==> config.mk <==
export PLATFORM = sky130hd
export DESIGN_NAME = oled_spi_receiver
export DESIGN_NICKNAME = d
export VERILOG_FILES = /design/src/rtl/oled_pkg.sv /design/src/rtl/spi_byte_rx.sv /design/src/rtl/oled_spi_receiver.sv
export SDC_FILE = /design/constraint.sdc
export NUM_CORES = 1
export LEC_CHECK = 0
export BUFFER_PORTS_ARGS = -buffer_cell sky130_fd_sc_hd__buf_4
export CAP_MARGIN = 25
export CELL_PAD_IN_SITES_DETAIL_PLACEMENT = 0
export CELL_PAD_IN_SITES_GLOBAL_PLACEMENT = 1
export CORE_MARGIN = 10
export CORE_UTILIZATION = 41
export DETAILED_ROUTE_END_ITERATION = 8
export PLACE_DENSITY_LB_ADDON = 0.1
export RECOVER_POWER = 50
export SYNTH_ARGS = -nofsm -noshare
export SYNTH_HDL_FRONTEND = slang
export SYNTH_SLANG_ARGS = --single-unit
==> constraint.sdc <==
create_clock -name clk_i -period 2.3 [get_ports clk_i]
set_input_delay 0.115 -clock clk_i [delete_from_list [all_inputs] [get_ports clk_i]]
set_output_delay 0.115 -clock clk_i [all_outputs]
set_load 0.02 [all_outputs]
==> src/rtl/oled_pkg.sv <==
// Shared constants for the SSD1306-style serial receiver: opcodes, decoder
// state encoding, reset defaults and opcode classification helpers.
package oled_pkg;

    localparam int          PIXEL_BYTES_DEF = 1024;
    localparam logic [7:0]  CONTRAST_RST    = 8'h7F;
    localparam logic [1:0]  ADDR_MODE_RST   = 2'b10;

    localparam logic [7:0] OP_DISPLAY_OFF  = 8'hAE;
    localparam logic [7:0] OP_DISPLAY_ON   = 8'hAF;
    localparam logic [7:0] OP_CONTRAST     = 8'h81;
    localparam logic [7:0] OP_ADDR_MODE    = 8'h20;
    localparam logic [7:0] OP_COL_ADDR     = 8'h21;
    localparam logic [7:0] OP_PAGE_ADDR    = 8'h22;
    localparam logic [7:0] OP_NORMAL       = 8'hA6;
    localparam logic [7:0] OP_INVERT       = 8'hA7;
    localparam logic [7:0] OP_RAM_DISPLAY  = 8'hA4;
    localparam logic [7:0] OP_ALL_ON       = 8'hA5;
    localparam logic [7:0] OP_SEG_NORMAL   = 8'hA0;
    localparam logic [7:0] OP_SEG_REMAP    = 8'hA1;
    localparam logic [7:0] OP_COM_NORMAL   = 8'hC0;
    localparam logic [7:0] OP_COM_REMAP    = 8'hC8;
    localparam logic [7:0] OP_MUX_RATIO    = 8'hA8;
    localparam logic [7:0] OP_DISP_OFFSET  = 8'hD3;
    localparam logic [7:0] OP_CLK_DIV      = 8'hD5;
    localparam logic [7:0] OP_PRECHARGE    = 8'hD9;
    localparam logic [7:0] OP_VCOMH        = 8'hDB;
    localparam logic [7:0] OP_CHARGE_PUMP  = 8'h8D;

    typedef enum logic [1:0] {
        CMD_IDLE = 2'd0,
        CMD_ARG1 = 2'd1,
        CMD_ARG2 = 2'd2
    } cmd_state_t;

    function automatic logic is_one_arg(input logic [7:0] op);
        return (op == OP_CONTRAST)   || (op == OP_ADDR_MODE)   ||
               (op == OP_MUX_RATIO)  || (op == OP_DISP_OFFSET) ||
               (op == OP_CLK_DIV)    || (op == OP_PRECHARGE)   ||
               (op == OP_VCOMH)      || (op == OP_CHARGE_PUMP);
    endfunction

    function automatic logic is_two_arg(input logic [7:0] op);
        return (op == OP_COL_ADDR) || (op == OP_PAGE_ADDR);
    endfunction

    // 0x40-0x7F is the display start line family.
    function automatic logic is_single(input logic [7:0] op);
        return (op == OP_DISPLAY_OFF) || (op == OP_DISPLAY_ON)  ||
               (op == OP_NORMAL)      || (op == OP_INVERT)      ||
               (op == OP_RAM_DISPLAY) || (op == OP_ALL_ON)      ||
               (op == OP_SEG_NORMAL)  || (op == OP_SEG_REMAP)   ||
               (op == OP_COM_NORMAL)  || (op == OP_COM_REMAP)   ||
               (op[7:6] == 2'b01);
    endfunction

endpackage

==> src/rtl/spi_byte_rx.sv <==
// Synchronises the serial link into clk_i, detects sclk rising edges and
// assembles MSB-first bytes; byte_valid_o is a combinational one-cycle flag.
module spi_byte_rx #(
    parameter int SYNC_STAGES = 2
) (
    input  logic       clk_i,
    input  logic       reset_ni,
    input  logic       sclk_i,
    input  logic       sdin_i,
    input  logic       cs_i,
    input  logic       dc_i,
    input  logic       dreset_i,
    output logic       byte_valid_o,
    output logic [7:0] byte_o,
    output logic       is_data_o,
    output logic       soft_rst_o
);

    // Bit order {dreset, dc, cs, sdin, sclk}; idle is sclk=1, cs=1, dreset=1.
    localparam logic [4:0] SYNC_IDLE = 5'b10101;

    logic [4:0] r_sync [SYNC_STAGES];
    logic [4:0] w_raw;
    logic [4:0] w_sync;
    logic       w_sclk_s;
    logic       w_sdin_s;
    logic       w_cs_s;
    logic       w_dc_s;
    logic       w_dreset_s;
    logic       r_sclk_prev;
    logic [6:0] r_shift;
    logic [2:0] r_bit_cnt;
    logic       w_rise;

    assign w_raw      = {dreset_i, dc_i, cs_i, sdin_i, sclk_i};
    assign w_sync     = r_sync[SYNC_STAGES-1];
    assign w_sclk_s   = w_sync[0];
    assign w_sdin_s   = w_sync[1];
    assign w_cs_s     = w_sync[2];
    assign w_dc_s     = w_sync[3];
    assign w_dreset_s = w_sync[4];

    always_ff @(posedge clk_i or negedge reset_ni) begin
        if (!reset_ni) begin
            for (int i = 0; i < SYNC_STAGES; i++) begin
                r_sync[i] <= SYNC_IDLE;
            end
        end else begin
            r_sync[0] <= w_raw;
            for (int i = 1; i < SYNC_STAGES; i++) begin
                r_sync[i] <= r_sync[i-1];
            end
        end
    end

    // Edges are only honoured while selected and out of display reset.
    assign w_rise = w_sclk_s && !r_sclk_prev && !w_cs_s && w_dreset_s;

    always_ff @(posedge clk_i or negedge reset_ni) begin
        if (!reset_ni) begin
            r_sclk_prev <= 1'b1;
            r_shift     <= '0;
            r_bit_cnt   <= '0;
        end else begin
            r_sclk_prev <= w_sclk_s;
            if (w_cs_s || !w_dreset_s) begin
                r_bit_cnt <= '0;
            end else if (w_rise) begin
                r_shift   <= {r_shift[5:0], w_sdin_s};
                r_bit_cnt <= r_bit_cnt + 3'd1;
            end
        end
    end

    assign byte_valid_o = w_rise && (r_bit_cnt == 3'd7);
    assign byte_o       = {r_shift, w_sdin_s};
    assign is_data_o    = w_dc_s;
    assign soft_rst_o   = !w_dreset_s;

endmodule

==> src/rtl/oled_spi_receiver.sv <==
// Display-side model of the SSD1306 serial link: decodes command bytes into
// display state and streams data bytes into a wrapping pixel write port.
module oled_spi_receiver
    import oled_pkg::*;
#(
    parameter int SYNC_STAGES = 2,
    parameter int PIXEL_BYTES = PIXEL_BYTES_DEF,
    parameter int ADDR_W      = 10
) (
    input  logic              clk_i,
    input  logic              reset_ni,
    input  logic              io_sclk_i,
    input  logic              io_sdin_i,
    input  logic              io_cs_i,
    input  logic              io_dc_i,
    input  logic              io_reset_i,
    output logic              cmd_valid_o,
    output logic [7:0]        cmd_byte_o,
    output logic              pix_we_o,
    output logic [ADDR_W-1:0] pix_addr_o,
    output logic [7:0]        pix_data_o,
    output logic              display_on_o,
    output logic [7:0]        contrast_o,
    output logic              invert_o,
    output logic [1:0]        addr_mode_o,
    output logic              charge_pump_o,
    output logic              unknown_cmd_o
);

    logic              w_byte_valid;
    logic [7:0]        w_byte;
    logic              w_is_data;
    logic              w_soft_rst;
    logic [ADDR_W-1:0] w_ptr_next;

    cmd_state_t        r_state;
    logic [7:0]        r_opcode;
    logic [ADDR_W-1:0] r_ptr;
    logic              r_cmd_valid;
    logic [7:0]        r_cmd_byte;
    logic              r_pix_we;
    logic [ADDR_W-1:0] r_pix_addr;
    logic [7:0]        r_pix_data;
    logic              r_display_on;
    logic [7:0]        r_contrast;
    logic              r_invert;
    logic [1:0]        r_addr_mode;
    logic              r_charge_pump;
    logic              r_unknown;

    spi_byte_rx #(
        .SYNC_STAGES (SYNC_STAGES)
    ) u_rx (
        .clk_i        (clk_i),
        .reset_ni     (reset_ni),
        .sclk_i       (io_sclk_i),
        .sdin_i       (io_sdin_i),
        .cs_i         (io_cs_i),
        .dc_i         (io_dc_i),
        .dreset_i     (io_reset_i),
        .byte_valid_o (w_byte_valid),
        .byte_o       (w_byte),
        .is_data_o    (w_is_data),
        .soft_rst_o   (w_soft_rst)
    );

    assign w_ptr_next = (r_ptr == ADDR_W'(PIXEL_BYTES - 1)) ? '0 : r_ptr + 1'b1;

    always_ff @(posedge clk_i or negedge reset_ni) begin
        if (!reset_ni) begin
            r_state       <= CMD_IDLE;
            r_opcode      <= '0;
            r_ptr         <= '0;
            r_cmd_valid   <= 1'b0;
            r_cmd_byte    <= '0;
            r_pix_we      <= 1'b0;
            r_pix_addr    <= '0;
            r_pix_data    <= '0;
            r_display_on  <= 1'b0;
            r_contrast    <= CONTRAST_RST;
            r_invert      <= 1'b0;
            r_addr_mode   <= ADDR_MODE_RST;
            r_charge_pump <= 1'b0;
            r_unknown     <= 1'b0;
        end else begin
            r_cmd_valid <= 1'b0;
            r_pix_we    <= 1'b0;
            if (w_soft_rst) begin
                r_state       <= CMD_IDLE;
                r_opcode      <= '0;
                r_ptr         <= '0;
                r_display_on  <= 1'b0;
                r_contrast    <= CONTRAST_RST;
                r_invert      <= 1'b0;
                r_addr_mode   <= ADDR_MODE_RST;
                r_charge_pump <= 1'b0;
                r_unknown     <= 1'b0;
            end else if (w_byte_valid && w_is_data) begin
                // A data byte also cancels any half-received command.
                r_pix_we   <= 1'b1;
                r_pix_addr <= r_ptr;
                r_pix_data <= w_byte;
                r_ptr      <= w_ptr_next;
                r_state    <= CMD_IDLE;
            end else if (w_byte_valid) begin
                r_cmd_valid <= 1'b1;
                r_cmd_byte  <= w_byte;
                case (r_state)
                    CMD_IDLE: begin
                        if (is_one_arg(w_byte)) begin
                            r_opcode <= w_byte;
                            r_state  <= CMD_ARG1;
                        end else if (is_two_arg(w_byte)) begin
                            r_opcode <= w_byte;
                            r_state  <= CMD_ARG2;
                        end else if (w_byte == OP_DISPLAY_OFF) begin
                            r_display_on <= 1'b0;
                        end else if (w_byte == OP_DISPLAY_ON) begin
                            r_display_on <= 1'b1;
                        end else if (w_byte == OP_NORMAL) begin
                            r_invert <= 1'b0;
                        end else if (w_byte == OP_INVERT) begin
                            r_invert <= 1'b1;
                        end else if (!is_single(w_byte)) begin
                            r_unknown <= 1'b1;
                        end
                    end
                    CMD_ARG2: begin
                        r_state <= CMD_ARG1;
                    end
                    CMD_ARG1: begin
                        r_state <= CMD_IDLE;
                        case (r_opcode)
                            OP_CONTRAST:    r_contrast    <= w_byte;
                            OP_ADDR_MODE:   r_addr_mode   <= w_byte[1:0];
                            OP_CHARGE_PUMP: r_charge_pump <= w_byte[2];
                            OP_COL_ADDR,
                            OP_PAGE_ADDR:   r_ptr         <= '0;
                            default:        ;
                        endcase
                    end
                    default: begin
                        r_state <= CMD_IDLE;
                    end
                endcase
            end
        end
    end

    assign cmd_valid_o   = r_cmd_valid;
    assign cmd_byte_o    = r_cmd_byte;
    assign pix_we_o      = r_pix_we;
    assign pix_addr_o    = r_pix_addr;
    assign pix_data_o    = r_pix_data;
    assign display_on_o  = r_display_on;
    assign contrast_o    = r_contrast;
    assign invert_o      = r_invert;
    assign addr_mode_o   = r_addr_mode;
    assign charge_pump_o = r_charge_pump;
    assign unknown_cmd_o = r_unknown;

endmodule

==> summary.md, run 1 <==
| Metric | Value |
|---|---|
| H-tree level count | `3` |
| Critical R2R Launch | `u_rx.r_shift[3]$_DFFE_PN0P_` |
| PortBufs | `between 40 and 50` |
| Leakage | `roughly 2.0 nW` |
| Die area | `~0.013 mm²` |
| #FFs+latches synth | `a little over 80` |
| WL/cell | `approximately 17 µm` |
| CTS Buf Count | `9` |
| Worst hold stages | `0` |
| Nets | `about 390` |
| Peak supply drop | `roughly 330 µV` |
| Cell total after placement | `466` |
| Worst Setup SP | `u_rx.r_shift[3]$_DFFE_PN0P_` |
| Required @ worst endpoint | `between 2000 and 3000 ps` |
| Vias/cell | `about 5.3` |
| Syn-to-layout area delta | `24.1%` |
| Yosys cell types | `48` |
| Seq/Total Area, Yosys | `about three fifths` |
| Startpoint Class | `flop` |
| Total Wirelength | `between 8000 and 9000 µm` |
| RSZ-0062 raised after global routing | `true` |
| Pin count of the biggest net entering global routing | `45` |
| CP dominant cell by count | `a22o_1` |
| Met2 usage | `a little under 20%` |
| Clock-pin slew on the worst setup and hold paths | `~90 ps` |
| Starting Density | `42.4%` |
| Area taken by multi-input logic gates | `0.00137 mm²` |
| Count of inserted antenna diode cells | `0` |
| Maximum capacitance violations | `0` |
| Clock root buffer | `clkbuf_8` |
| Final WS setup | `approximately 120 ps` |
| Total number of vias | `2597` |
| Crit Path Max Fanout | `5` |
| Slowest CP cell | `or4b_1` |
| Die H | `113 µm` |
| Mapped Cells | `307` |
| Met3 Use GR | `3.83%` |
| Crit path kind | `flop to flop` |
| Seq. cell area | `~0.0021 mm²` |
| Worst Path Arrival | `2430 ps` |
| # IOs | `around 50` |
| Skew-Pair Late Insertion Delay | `between 300 and 400 ps` |
| Hold Fails Final Rpt | `0` |
| Routability-driven placement congestion ratio | `~0.8` |
| Yosys warns | `0` |
| # setup viols final | `0` |
| Hold Crit Class | `flop to flop` |
| Commonest non-fill, non-tap cell in the layout | `dfrtp_1` |
| Commonest cells after routing, fill and taps aside | `dfrtp_1, buf_4, nand2_1` |
| Setup TNS | `0 ps` |
| Iter 0 DRT Violations | `roughly 130` |
| Hold_ws | `351 ps` |
| DRC viols | `0` |
| Synthesized area | `0.00352 mm²` |
| Gr busiest metal | `met2` |
| Syn Nets | `317` |
| Main flop type after synthesis | `dfrtp_1` |
| Crit path cell chain | `or4b_1, or4_4, and2_0, a22o_1, a22o_1` |
| Remaining Overflow, GRT | `0` |
| Clock Tree Buf Depth | `2` |
| Tmin final | `2180 ps` |
| Tot GR Track Use | `a little over an eighth` |
| Row Count | `33` |
| Post-synth EDFFs | `0` |
| Clock sink count | `just over 80` |
| Fmax | `approximately 0.46 GHz` |
| Async S/R FF share, synth | `100%` |
| Core Box Area | `~0.0083 mm²` |
| Clock skew | `10.8 ps` |
| Critical path's largest stage delay | `~550 ps` |
| Design area | `~0.0044 mm²` |
| Pre-CTS setup slack | `approximately 50 ps` |
| Reg2reg path depth | `5` |
| Placed inst area | `approximately 0.004 mm²` |
| Slew @ Worst Pin | `1080 ps` |
| Final Instance Count excl. Fillers | `around 500` |
| Die X | `roughly 110 µm` |
| DRT Pass-1 Iters | `4` |
| Met1 usage in global routing | `around 18%` |
| Antenna violations before repair | `0` |
| Slew headroom | `28.2%` |
| Fin crit share | `94.6%` |
| Layout cells sized above 1 | `~30%` |
| Pwr/cell area | `between 600 and 700 mW/mm²` |
| Routed Antenna Nets | `0` |
| First-pass GRT wire length | `between 10000 and 15000 µm` |
| Status | `finished, final reports clean` |
| Worst Min Path Start | `u_rx.r_sync[8]$_DFF_PN0_` |
| Post-DP HPWL | `between 5000 and 6000 µm` |
| Vias in the first global route | `approximately 2700` |
| # fillers | `approximately 740` |
| Worst setup EP type | `flop` |
| Syn avg cell area | `approximately 11 µm²` |
| CTS tree | `done` |
| Fin. max-slew vios | `0` |
## metrics by stage
| step | power [mW] | utilization [%] |
|---|---|---|
| floorplan | 1.73 | - |
| global placement | 1.89 | 49.6 |
| detailed placement | 1.89 | 49.6 |
| CTS | 3.07 | 53.0 |
| global route | 3.17 | 52.6 |
| finish | 3.04 | 52.6 |
## synth_stat cells, drive strengths merged, types with 2 or more instances
| master | number | area share [%] |
|---|---|---|
| dfrtp | 68 | 48 |
| nand2 | 39 | 4.2 |
| o21ai | 21 | 3.0 |
| mux2 | 19 | 6.1 |
| dfstp | 15 | 11 |
| nor2 | 15 | 1.6 |
| clkbuf | 13 | 1.4 |
| nand3 | 13 | 1.8 |
| mux2i | 10 | 2.8 |
| a22o | 9 | 2.2 |
| a21oi | 8 | 1.1 |
| nor2b | 8 | 1.4 |
| inv | 7 | 0.75 |
| a31oi | 6 | 1.1 |
| nor3b | 6 | 1.3 |
| or4 | 4 | 0.96 |
| ha | 3 | 1.1 |
| nand3b | 3 | 0.64 |
| nor3 | 3 | 0.43 |
| nor4 | 3 | 0.71 |
| xnor2 | 3 | 0.75 |
| buf | 2 | 0.36 |
| nand2b | 2 | 0.36 |
| nand4 | 2 | 0.36 |
| nand4b | 2 | 0.50 |
| o31ai | 2 | 0.43 |
| or3 | 2 | 0.36 |
| or4b | 2 | 0.57 |
## layer usage
| layer | wire length, µm | part of all wire, % | vias to the layer above |
|---|---|---|---|
| li1 | - | - | 1233 |
| met1 | 3920 | 48 | 1301 |
| met2 | 3710 | 45 | 53 |
| met3 | 419 | 5.1 | 10 |
| met4 | 122 | 1.5 | 0 |
| met5 | 0 | 0 | - |
## final cells by class
cell class / count / area share (%)
sequential: 83 / 48.0
multi-input combinational: 202 / 31.3
timing repair buffer: 75 / 12.1
clock buffer: 11 / 3.24
tap: 105 / 3.01
clock inverter: 5 / 1.78
inverter: 7 / 0.602
## worst max-delay path: cells and delay by family (launching register included)
| family | cells | cell delay (ps) |
|---|---|---|
| AO/OA/AOI/OAI | 2 | 420 |
| flip-flops | 1 | 380 |
| AND/OR/NAND/NOR | 3 | 1270 |
## power by group
group	switching, mW	internal [mW]
combinational	0.184	0.135
clock	0.536	0.638
sequential	0.0493	1.50
total	0.769	2.27
## cell families (layout without fill, tap and decap cells)
logic type / count (synthesis) / after routing / share of synthesized area [%]
xor+xnor: 4 / 4 / 0.996
fa+ha+maj: 3 / 3 / 1.07
buf+inv: 22 / 98 / 2.49
flops: 83 / 83 / 59.6
mux: 29 / 29 / 8.93
compound gates: 54 / 54 / 9.85
simple gates: 112 / 112 / 17.1
## what timing repair did
| item | 4_1_cts | 5_1_grt |
|---|---|---|
| buffers inserted | 0 | 0 |
| resized for setup | 0 | 4 |
| hold endpoints to repair | 38 | 0 |
| hold buffers | 6 | 0 |
| setup endpoints to repair | 0 | 5 |
## flip-flops by register name, indices dropped and copies added (netlist names)
name,flops
u_rx.r_bit_cnt,3
invert_o,1
r_ptr,10
u_rx.r_sync,5
u_rx.w_sync,5
r_opcode,8
display_on_o,1
r_state,2
addr_mode_o,2
u_rx.r_shift,7
cmd_byte_o,8
pix_we_o,1
pix_data_o,8
pix_addr_o,10
u_rx.r_sclk_prev,1
cmd_valid_o,1
unknown_cmd_o,1
charge_pump_o,1
contrast_o,8
## worst paths after layout
| kind | endpoint | slack, ps |
|---|---|---|
| max | r_opcode[6]$_DFFE_PN0P_ | 120 |
| min | u_rx.w_sync[3]$_DFF_PN0_ | 350 |
| max reg2reg | r_opcode[6]$_DFFE_PN0P_ | 120 |
| min reg2reg | u_rx.w_sync[3]$_DFF_PN0_ | 350 |
| max in group asynchronous | contrast_o[2]$_DFFE_PN1P_ | 600 |
| min in group asynchronous | invert_o$_DFFE_PN0P_ | 480 |
(Power assumes the default switching activity.)
==> inputs of run 2 (changes only) <==
Settings changed: RECOVER_POWER 50 to 25.
Clock period 2.3 ns to 1.9 ns, I/O delays scaled along.
==> run 2 against run 1 <==
Net effect:
- the flow now finishes with violations (setup timing)
- wire length is 0.22% higher
- final cell count increased by 5.5%
- core utilization rose by 4.0 points
- sequential power increased by 20%
- first-iteration DRC count shrank 40%
- largest power group unchanged
- critical path type unchanged
- clock power decreased by 6%
- critical endpoint is now r_opcode[2]$_DFFE_PN0P_
- cell area rose by 7.7%
- clock-buffer cell count grew 2
==> summary.md, run 2 (synthesis results as in run 1) <==
| Metric | Value |
|---|---|
| Final Instance Count excl. Fillers | `515 (+5.5%)` |
| Design area | `0.00470 mm² (+7.7%)` |
| Fmax | `0.468 GHz (+1.7%)` |
| Skew-Pair Late Insertion Delay | `340 ps (-20 ps)` |
| Violations in the final reports | `setup timing` |
| Crit path kind | `flop to flop` |
| Maximum capacitance violations | `0 (unchanged)` |
| Nets | `415 (+7.0%)` |
| Placed inst area | `0.00430 mm² (+4.5%)` |
| Pre-CTS setup slack | `-193 ps (-244 ps)` |
| Final WS setup | `-239 ps (-363 ps)` |
| First-pass GRT wire length | `13900 µm (-1.6%)` |
| Starting Density | `42.4% (unchanged)` |
| Tot GR Track Use | `13.2% (-0.22 points)` |
| Hold Fails Final Rpt | `0 (unchanged)` |
| RSZ-0062 raised after global routing | `true` |
| Clock-pin slew on the worst setup and hold paths | `80 ps (about the same)` |
| Die X | `113 µm (unchanged)` |
| PortBufs | `48 (unchanged)` |
| Slew @ Worst Pin | `978 ps (-99.1 ps)` |
| Routability-driven placement congestion ratio | `0.802 (-2.0%)` |
| Pin count of the biggest net entering global routing | `47 (+4.4%)` |
| # setup viols final | `42 (+42)` |
| CP bufs+invs | `0 (unchanged)` |
| Slowest CP cell | `or3_4` |
| Worst setup EP type | `flop` |
| Commonest cells after routing, fill and taps aside | `buf_4, dfrtp_1, nand2_1` |
| WL/cell | `15.9 µm (-5.0%)` |
| Clock root buffer | `clkbuf_8` |
| Die H | `113 µm (unchanged)` |
| Iter 0 DRT Violations | `81 (-40%)` |
| Total number of vias | `2694 (+3.7%)` |
| DRT Pass-1 Iters | `4 (unchanged)` |
| H-tree level count | `3 (unchanged)` |
| DRC viols | `0 (unchanged)` |
| Tmin final | `2140 ps (-37.0 ps)` |
| Hold Crit Class | `flop to flop` |
| Row Count | `33 (unchanged)` |
| Vias in the first global route | `2757 (+1.7%)` |
| Crit Path Max Fanout | `5 (unchanged)` |
| Worst Path Arrival | `2370 ps (-60 ps)` |
| Routed Antenna Nets | `0 (unchanged)` |
| Critical path's largest stage delay | `420 ps (-130 ps)` |
| Commonest non-fill, non-tap cell in the layout | `buf_4` |
| Cell total after placement | `485 (+4.1%)` |
| Fin crit share | `113% (+18 points)` |
| Clock Tree Buf Depth | `2 (unchanged)` |
| Die area | `0.0127 mm² (unchanged)` |
| Antenna violations before repair | `0 (unchanged)` |
| CP top delay family | `simple AND/OR/NAND/NOR gates` |
| Leakage | `2.22 nW (+9.5%)` |
| Peak supply drop | `325 µV (-0.80%)` |
| Required @ worst endpoint | `2130 ps (-420 ps)` |
| # IOs | `49 (unchanged)` |
| Setup TNS | `-5050 ps (-5050 ps)` |
| CTS Buf Count | `9 (unchanged)` |
| Clock sink count | `83 (unchanged)` |
| Count of inserted antenna diode cells | `0 (unchanged)` |
| CTS tree | `done` |
| Startpoint Class | `flop` |
| Clock skew | `8.71 ps (-2.12 ps)` |
| # fillers | `734 (-1.1%)` |
| Pwr/cell area | `728 mW/mm² (+4.5%)` |
| Slew headroom | `34.8% (+6.6 points)` |
| Crit path cell chain | `ha_2, ha_1, and4bb_2, nand3b_1, or3_4, a22o_4, a22o_1` |
| Total Wirelength | `8190 µm (+0.22%)` |
| Syn-to-layout area delta | `33.7%` |
| Vias/cell | `5.23 (-1.7%)` |
| Status | `finished, violations left` |
| Final Util | `56.7% (+4.0 points)` |
| Core Box Area | `0.00830 mm² (unchanged)` |
| Remaining Overflow, GRT | `0 (unchanged)` |
| Layout cells sized above 1 | `39.8% (+10 points)` |
| Post-DP HPWL | `5530 µm (-1.8%)` |
| Fin. max-slew vios | `0 (unchanged)` |
==> run 2: changes by cell type in the layout (fill, tap and decap cells not counted), sizes merged <==
cell | before | now
buf | 50 | 89
clkbuf | 30 | 19
bufinv | 2 | 0
a31oi | 6 | 7
==> run 2: timing repair <==
item,in CTS,in global routing
pin swaps,2,2
setup buffers,3,3
endpoints found under the setup margin,45,55
gates cloned,2,0
endpoints found under the hold margin,34,0
resized for setup,13,14
hold buffers,6,0
==> run 2: power by group <==
| part | internal [mW] | switching, mW | total, mW |
|---|---|---|---|
| Sequential | 1.82 | 0.0450 | 1.86 |
| Combinational | 0.214 | 0.243 | 0.457 |
| Clock | 0.509 | 0.595 | 1.10 |
==> run 2: layer usage <==
layer / share of wire [%] / GRT usage (%)
met4: 1.3 / 5.58
met3: 4.8 / 3.73
met2: 49 / 21.4
met1: 45 / 16.2
met5: 0 / 0
==> run 2: metrics by stage <==
step	total power [mW]	hold WS [ps]
2_1_floorplan	2.09	-201
3_3_place_gp	2.32	95.4
3_5_place_dp	2.32	99.6
4_1_cts	3.47	271
5_1_grt	3.61	363
6_report	3.42	353
==> run 2: final cells by class <==
| type | instances | area [µm²] | area share, % |
|---|---|---|---|
| Sequential cell | 83 | 2100 | 44.6 |
| Inverter | 7 | 26.3 | 0.559 |
| Clock buffer | 13 | 149 | 3.17 |
| Tap cell | 105 | 131 | 2.79 |
| Timing Repair Buffer | 101 | 815 | 17.3 |
| Multi-Input combinational cell | 203 | 1470 | 31.2 |
| Clock inverter | 3 | 17.5 | 0.372 |
==> run 2: final timing paths <==
check	endpoint	start	slack, ps	cells past startpoint
max in group asynchronous	u_rx.w_sync[0]$_DFF_PN1_	reset_ni	640	3
min reg2reg	u_rx.w_sync[1]$_DFF_PN0_	u_rx.r_sync[6]$_DFF_PN0_	350	0
min in group asynchronous	cmd_byte_o[6]$_DFFE_PN0P_	reset_ni	440	2
max	r_opcode[2]$_DFFE_PN0P_	u_rx.r_bit_cnt[0]$_DFFE_PN0P_	-240	7
max reg2reg	r_opcode[2]$_DFFE_PN0P_	u_rx.r_bit_cnt[0]$_DFFE_PN0P_	-240	7
min	u_rx.w_sync[1]$_DFF_PN0_	u_rx.r_sync[6]$_DFF_PN0_	350	0
